### src/rtl/spi_master.sv
// SPI bus initiator: sends one WIDTH-bit word per SS_n assertion and returns the word
// sampled from MISO over a valid/ready handshake.
module spi_master #(
  parameter int CPOL    = 0,
  parameter int CPHA    = 0,
  parameter int FSB     = 1,
  parameter int WIDTH   = 8,
  parameter int CLK_DIV = 2
) (
  input  logic             clk,
  input  logic             rst_n,
  output logic             spi_sclk,
  output logic             spi_ss_n,
  output logic             spi_mosi,
  input  logic             spi_miso,
  input  logic             tx_valid,
  output logic             tx_ready,
  input  logic [WIDTH-1:0] tx_data,
  output logic             rx_valid,
  input  logic             rx_ready,
  output logic [WIDTH-1:0] rx_data,
  output logic             rx_overrun,
  output logic             busy
);

  localparam int DW = (CLK_DIV > 1) ? $clog2(CLK_DIV) : 1;
  localparam int EW = $clog2(2 * WIDTH + 1);
  localparam logic [EW-1:0] LAST_EDGE   = EW'(2 * WIDTH);
  localparam logic [EW-1:0] LAST_SAMPLE = (CPHA != 0) ? EW'(2 * WIDTH) : EW'(2 * WIDTH - 1);
  localparam logic SCLK_IDLE = (CPOL != 0);

  typedef enum logic [2:0] {IDLE, LEAD, XFER, TRAIL, GAP} state_t;

  state_t           state, state_nxt;
  logic [DW-1:0]    div_cnt;
  logic [EW-1:0]    edge_cnt;
  logic [EW-1:0]    edge_num;
  logic [WIDTH-1:0] tx_shift;
  logic [WIDTH-1:0] rx_shift;
  logic             tick, handshake, edge_fire, sample_now, shift_now, rx_done;

  function automatic logic first_bit(input logic [WIDTH-1:0] v);
    return (FSB != 0) ? v[WIDTH-1] : v[0];
  endfunction

  function automatic logic [WIDTH-1:0] shift_out(input logic [WIDTH-1:0] v);
    return (FSB != 0) ? {v[WIDTH-2:0], 1'b0} : {1'b0, v[WIDTH-1:1]};
  endfunction

  assign tick      = (div_cnt == DW'(CLK_DIV - 1));
  assign handshake = tx_valid && tx_ready;

  always_ff @(posedge clk) begin
    if (!rst_n) state <= IDLE;
    else        state <= state_nxt;
  end

  always_comb begin
    state_nxt = state;
    case (state)
      IDLE:    if (handshake) state_nxt = LEAD;
      LEAD:    if (tick) state_nxt = XFER;
      XFER:    if (tick && edge_cnt == LAST_EDGE) state_nxt = TRAIL;
      TRAIL:   if (tick) state_nxt = GAP;
      GAP:     if (tick) state_nxt = IDLE;
      default: state_nxt = IDLE;
    endcase
  end

  always_comb begin
    tx_ready = 1'b0;
    busy     = 1'b1;
    spi_ss_n = 1'b0;
    case (state)
      IDLE: begin
        tx_ready = 1'b1;
        busy     = 1'b0;
        spi_ss_n = 1'b1;
      end
      GAP:     spi_ss_n = 1'b1;
      default: ;
    endcase
  end

  // edge_num is the SCLK edge about to be produced; the first one leaves LEAD,
  // and after edge 2*WIDTH XFER idles one more divider period before TRAIL.
  always_comb begin
    edge_num  = edge_cnt + EW'(1);
    edge_fire = 1'b0;
    if (state == LEAD && tick)
      edge_fire = 1'b1;
    else if (state == XFER && tick && edge_cnt != LAST_EDGE)
      edge_fire = 1'b1;
  end

  assign sample_now = edge_fire && ((CPHA != 0) ? !edge_num[0] : edge_num[0]);
  assign shift_now  = edge_fire && ((CPHA != 0) ? edge_num[0]
                                                 : (!edge_num[0] && edge_num != LAST_EDGE));

  always_ff @(posedge clk) begin
    if (!rst_n) begin
      div_cnt  <= '0;
      edge_cnt <= '0;
      spi_sclk <= SCLK_IDLE;
      spi_mosi <= 1'b0;
      tx_shift <= '0;
      rx_shift <= '0;
      rx_done  <= 1'b0;
    end else begin
      rx_done <= sample_now && (edge_num == LAST_SAMPLE);
      if (state == IDLE || tick) div_cnt <= '0;
      else                       div_cnt <= div_cnt + DW'(1);
      if (handshake) begin
        edge_cnt <= '0;
        if (CPHA == 0) begin
          spi_mosi <= first_bit(tx_data);
          tx_shift <= shift_out(tx_data);
        end else begin
          spi_mosi <= 1'b0;
          tx_shift <= tx_data;
        end
      end
      if (edge_fire) begin
        edge_cnt <= edge_num;
        spi_sclk <= ~spi_sclk;
      end
      if (shift_now) begin
        spi_mosi <= first_bit(tx_shift);
        tx_shift <= shift_out(tx_shift);
      end
      if (sample_now)
        rx_shift <= (FSB != 0) ? {rx_shift[WIDTH-2:0], spi_miso} : {spi_miso, rx_shift[WIDTH-1:1]};
      if (state == TRAIL && tick)
        spi_mosi <= 1'b0;
    end
  end

  // A word completing while the previous one is still unread overwrites it.
  always_ff @(posedge clk) begin
    if (!rst_n) begin
      rx_data    <= '0;
      rx_valid   <= 1'b0;
      rx_overrun <= 1'b0;
    end else begin
      rx_overrun <= rx_done && rx_valid && !rx_ready;
      if (rx_done) begin
        rx_data  <= rx_shift;
        rx_valid <= 1'b1;
      end else if (rx_valid && rx_ready) begin
        rx_valid <= 1'b0;
      end
    end
  end

endmodule
### config.mk
export PLATFORM = sky130hd
export DESIGN_NAME = spi_master
export DESIGN_NICKNAME = d
export VERILOG_FILES = /design/src/rtl/spi_master.sv
export SDC_FILE = /design/constraint.sdc
export NUM_CORES = 1
export LEC_CHECK = 0
export ABC_CLOCK_PERIOD_IN_PS = 2400
export CAP_MARGIN = 40
export CORE_MARGIN = 3
export CORE_UTILIZATION = 52
export DETAILED_ROUTE_END_ITERATION = 10
export HOLD_SLACK_MARGIN = 0.1
export PLACE_DENSITY = 0.78
export SLEW_MARGIN = 5
export SYNTH_ARGS = -nofsm -noshare
export SYNTH_HDL_FRONTEND = slang
export SYNTH_SLANG_ARGS = --single-unit
### constraint.sdc
create_clock -name clk -period 2.4 [get_ports clk]
set_input_delay 0.24 -clock clk [delete_from_list [all_inputs] [get_ports clk]]
set_output_delay 0.24 -clock clk [all_outputs]
set_load 0.02 [all_outputs]
Yosys cells after proc, flatten, opt, wreduce, memory -nomap -nowiden
Cells that the tools add are included.

storage, ports and cells
  flip-flop bits (word level) = 37
  bits of input ports = 13
  output and inout bits = 15
  word-level logic and storage cells = 71

cells by class
  add/sub/neg operators = 2
  eq/ne operators = 13
  mux-type cells = 19
  bitwise logic cells = 2
  reductions and logical operators = 24

operators by type and width
  cell                 number
  $mux 8               2
  $mux 3               5
  $pmux 3 s5           1
  $logic_and 1x1->1    13
  $mux 5               2
  $ne 2x2->1 const B   5
  $ne 5x5->1 const B   2
  $mux 1               9
  $eq 3x2->1 const B   2
  $reduce_bool 2->1    3
  $reduce_or 2->1      3
  $add 5x1->5 const B  1
  $eq 5x4->1 const B   1
  $eq 5x5->1 const B   1
  $reduce_and 5->1     1
  $eq 3x1->1 const B   1
  $eq 3x3->1 const B   1
  $logic_not 3->1      1
  $logic_not 1->1      2
  $not 1->1            2
  $add 1x1->1 const B  1
  $logic_or 1x1->1     1

Depth between registers and ports, before layout
  depth in word-level cells = 7
  depth in mapped cells = 7
  gate-level depth less buffers = 6

Least setup slack after synthesis
Ideal clock, no wire load.

  path kind = register to register
  from = reg edge_cnt[0]
  to = reg edge_cnt[3]
  library setup time = 0.076 ns
  arrival = 1.661 ns
  data required time = 2.324 ns
  setup slack = 0.663 ns
  cell stages (with the launch flop) = 7
  path buffers = 0
  period minus slack after synthesis = 1.737 ns
  cell sequence = dfxtp_1 inv_1 ha_1 and4bb_4 o21a_4 or4_1 a31oi_1

between the ends
  cells in the longest elaborated chain, start to end = 5
  elaborated cells between the ends (all ways) = 7
  classes of those cells = add/sub (1); eq/ne (1); mux (3); reduce/logical (2)

RTL lines
  element                                      RTL line  source
  from (decl)                                  36        logic [EW-1:0] edge_cnt;
  from (signal assigned)                       124       edge_cnt <= edge_num;
  $ne 5x5->1                                   92        else if (state == XFER && tick && edge_cnt != LAST_EDGE)
  $logic_and 1x1->1                            92
  $mux 1                                       92
  $mux 1                                       90        if (state == LEAD && tick)
  $mux 5 or $reduce_bool 2->1 (tied branches)  -

Several ways; a longest one is shown, not always the timed one.
A chain may end at the register's enable or synchronous reset.

Final worst setup path
  from = reg state[1]
  to = out tx_ready

between the ends
  cells in the longest elaborated chain, start to end = 2

RTL lines
  element                 RTL line  source
  from (decl)             34        state_t state, state_nxt;
  from (signal assigned)  55        else state <= state_nxt;
  $logic_not 3->1         74        case (state)
  $mux 1                  74
  to (decl)               17        output logic tx_ready,

Every way passes these cells.

==> results.txt <==
----------------------------------------------------
[Hold path]
  Classification of the worst-slack hold path ... in -> reg
  Hold Path Depth ... 3

[Layout]
  Ratio of cells with drive above 1 in the final layout ... 10.7%
  Filler Cells Inserted ... 251
  ANT cells ... 0
  Number of standard cells in the layout, taps in and fillers out ... 247
  Syn-to-layout area delta ... 22.2%
  Final nets ... 220

[Floorplanning]
  Placeable Area ... 2900 um2
  Num rows ... 19
  Effective utilization at floorplan ... 57.7%
  Die width ... 62.7 um
  Vert. Die Dim ... 62.7 um
  Floorplan die area ... 3930 um2
  Top-level I/O count ... 28

[Logic synthesis]
  Netlist Area Pre-Place ... 1670 um2
  Register bit count reported by yosys ... 37
  Number of enable-type register cells in the synthesized netlist ... 0
  Gate Count Post-Synth ... 177
  Commonest register cell after synthesis ... sky130_fd_sc_hd__dfxtp_1
  Nets in the synthesized netlist ... 193
  Share of synthesized area occupied by flip-flops and latches ... 44.3%
  Fraction of synthesis flops using an asynchronous set or reset pin ... 0%
  Warnings from Yosys ... 0
  Average cell area after synthesis ... 9.45 um2
  Top cells by instance count after synthesis ... sky130_fd_sc_hd__dfxtp_1 (37), sky130_fd_sc_hd__nand2_1 (26), sky130_fd_sc_hd__mux2i_1 (24), sky130_fd_sc_hd__nor2_1 (15)
  Yosys top cell area share ... 44.3%
  Number of distinct library cells after synthesis ... 34
  Cell type contributing the most total cell area after synthesis ... sky130_fd_sc_hd__dfxtp_1
  Most frequent cell after synthesis ... sky130_fd_sc_hd__dfxtp_1
  Main area contributors after synthesis ... sky130_fd_sc_hd__dfxtp_1 (44%), sky130_fd_sc_hd__mux2i_1 (14%), sky130_fd_sc_hd__nand2_1 (5.8%)

[Clock tree]
  TritonCTS Buffers ... 5
  Total setup buffers inserted after CTS ... 0
  Number of hold-repair buffers added at the cts stage ... 0
  Clock-pin slew on the worst setup and hold paths ... 0.11 ns
  Clock latency on the worst-skew pair ... 0.35 ns
  CTS tree ... yes
  Clock sink count ... 37
  Worst-case clock buffer depth ... 2
  Total of cells resized after clock tree synthesis ... 0
  CTS HTree Levels ... 2
  Clock root buffer ... sky130_fd_sc_hd__clkbuf_4

[Worst setup path]
  Kind of launch point of the worst setup path ... flop
  Critical-path top delay cell ... sky130_fd_sc_hd__clkdlybuf4s50_1
  Critical path buffers and inverters ... 2
  Critical Path End Type ... output pin
  Data arrival at the endpoint of the critical path ... 1.93 ns
  Critical Path, Cell by Cell ... or3_1, inv_1, clkdlybuf4s50_1
  Highest fanout seen on the critical path ... 11
  Critical path depth in cells ... 3
  Category of cells accounting for the largest share of critical-path delay ... buffers and inverters
  Worst EP required ... 2.16 ns
  Kind of critical path ... reg -> out
  Largest stage delay on the critical path ... 0.61 ns
  Number of cell instances on the worst register-to-register path ... 6

[Place]
  I/O Buffers ... 27
  Placed insts ... 239
  Detailed placer's ending HPWL ... 2.39 mm
  Last weighted congestion value of the routability-driven placer ... 0.783
  Worst setup slack before clock tree synthesis ... 0.407 ns

[STA]
  Worst Clk Skew ... 0.00695 ns
  Worst-case headroom to the max-slew limit ... 62.4%
  Number of max-slew violations in the final report ... 0
  Min setup slack post-route ... 0.231 ns
  Final sum of negative setup slack ... 0 ns
  Minimum clock period ... 2.17 ns
  Fin crit share ... 90.4%
  Number of hold-slack violations in the final timing report ... 0
  Fmax ... 461 MHz
  Setup repair after global routing missed its margin ... no
  Final number of setup-violating endpoints ... 0
  Worst slew pin tran ... 0.562 ns

[Pwr]
  Worst voltage drop across the vdd grid ... 0.433 mV
  P_leak ... 0.759 nW
  Cell Pwr Density ... 556 nW/um2

[Detailed routing]
  Total wirelength of the detailed-routed design ... 3.28 mm
  Number of vias after detailed routing ... 1,343
  Post-DR wirelength/cell ... 13.3 um
  Detailed-router iteration count before antenna repair ... 4
  Vias/cell ... 5.44
  DRT antenna net count ... 0
  DRC ... 0
  Iteration-0 DRC Markers ... 44

[GRT]
  Overall global routing resource usage ... 18.0%
  Antenna violations before repair ... 0
  Maximum number of pins on one net before global-route repair ... 25
  Leftover overflow at the end of global routing ... 0
  Via count of the first global-routing pass ... 1,351
  Wire length of the first global-routing pass ... 5.65 mm

[Flow run]
  Max Cap Violations ... 0

[Status]
  Outcome ... finished clean

----------------------------------------------------
[placed cells by master, fill, tap and decap left out, drive strengths merged]
master          n
dfxtp          37
clkdlybuf4s50  27
nand2          26
mux2i          24
nor2           15
mux2            7
nor2b           6
o211ai          6
clkbuf          6
nand3           5
nand2b          4
a31oi           4
a21oi           4
buf             4
inv             3
nor3            3
ha              3
clkinv          3
or3             2
or4             2
nand4           2
o21ai           2
nor4b           2
and4bb          1
a311oi          1
nor3b           1
xor2            1
o21a            1
a22oi           1
o2111a          1
and3            1
[stage by stage]
stage          cell area (um2)  power (mW)  util [%]  hold WS, ns
2_1_floorplan             1670       0.744         -        0.379
3_3_place_gp              1980       0.793      68.2        0.443
3_5_place_dp              1980       0.799      68.2        0.461
4_1_cts                   2040        1.15      70.5        0.430
5_1_grt                   2040        1.19      70.5        0.423
6_report                  2040        1.14      70.5        0.439
[final timing paths]
kind              slack, ns   startpoint          end
hold / removal         0.44     spi_miso  rx_shift[0]
setup reg to reg       0.35  edge_cnt[0]     spi_mosi
hold reg to reg        0.48  rx_shift[7]  rx_shift[7]
setup / recovery       0.23     state[1]     tx_ready
[state kept, by name, indices dropped and copies added (netlist names)]
register / cells
div_cnt: 1
edge_cnt: 5
rx_data: 8
rx_done: 1
rx_overrun: 1
rx_shift: 8
rx_valid: 1
spi_mosi: 1
spi_sclk: 1
state: 3
tx_shift: 7
[per-layer routing]
metal | vias to the layer above | share of wire [%] | wire [um] | GRT usage, %
li1 | 675 | - | - | -
met1 | 631 | 45 | 1480 | 20.6
met2 | 31 | 48 | 1570 | 29.8
met3 | 6 | 5.6 | 183 | 6.83
met4 | 0 | 1.5 | 48 | 7.71
met5 | - | 0 | 0 | 0
[power by group]
part | switching [mW] | total, mW | internal (mW)
registers | 0.0160 | 0.645 | 0.629
clock network | 0.209 | 0.352 | 0.143
logic | 0.0700 | 0.141 | 0.0710
total | 0.295 | 1.14 | 0.842
[worst reg2reg max path: stages, from the launching register on]
cell and delay, ns:
sky130_fd_sc_hd__dfxtp_1 0.42, sky130_fd_sc_hd__inv_1 0.11, sky130_fd_sc_hd__ha_1 0.21, sky130_fd_sc_hd__and4bb_4 0.21
sky130_fd_sc_hd__o21ai_2 0.26, sky130_fd_sc_hd__o2111a_1 0.52, sky130_fd_sc_hd__mux2i_1 0.25
[layout make-up]
class / count / area (um2) / area share (%)
multi-input combinational: 125 / 871 / 42.6
sequential: 37 / 741 / 36.2
timing repair buffer: 31 / 300 / 14.7
tap: 42 / 52.6 / 2.57
clock buffer: 6 / 51.3 / 2.51
inverter: 4 / 15.0 / 0.734
clock inverter: 2 / 13.8 / 0.673
[cell families (layout without fill, tap and decap cells)]
family,Yosys count,in the layout,share of synthesized area (%)
fa+ha+maj,3,3,2.24
flops,37,37,44.3
mux,31,31,19.1
simple gates,70,70,21.5
xor+xnor,1,1,0.524
buf+inv,15,43,3.66
compound gates,20,20,8.75
Note: power is estimated with default switching activity, not from simulation.
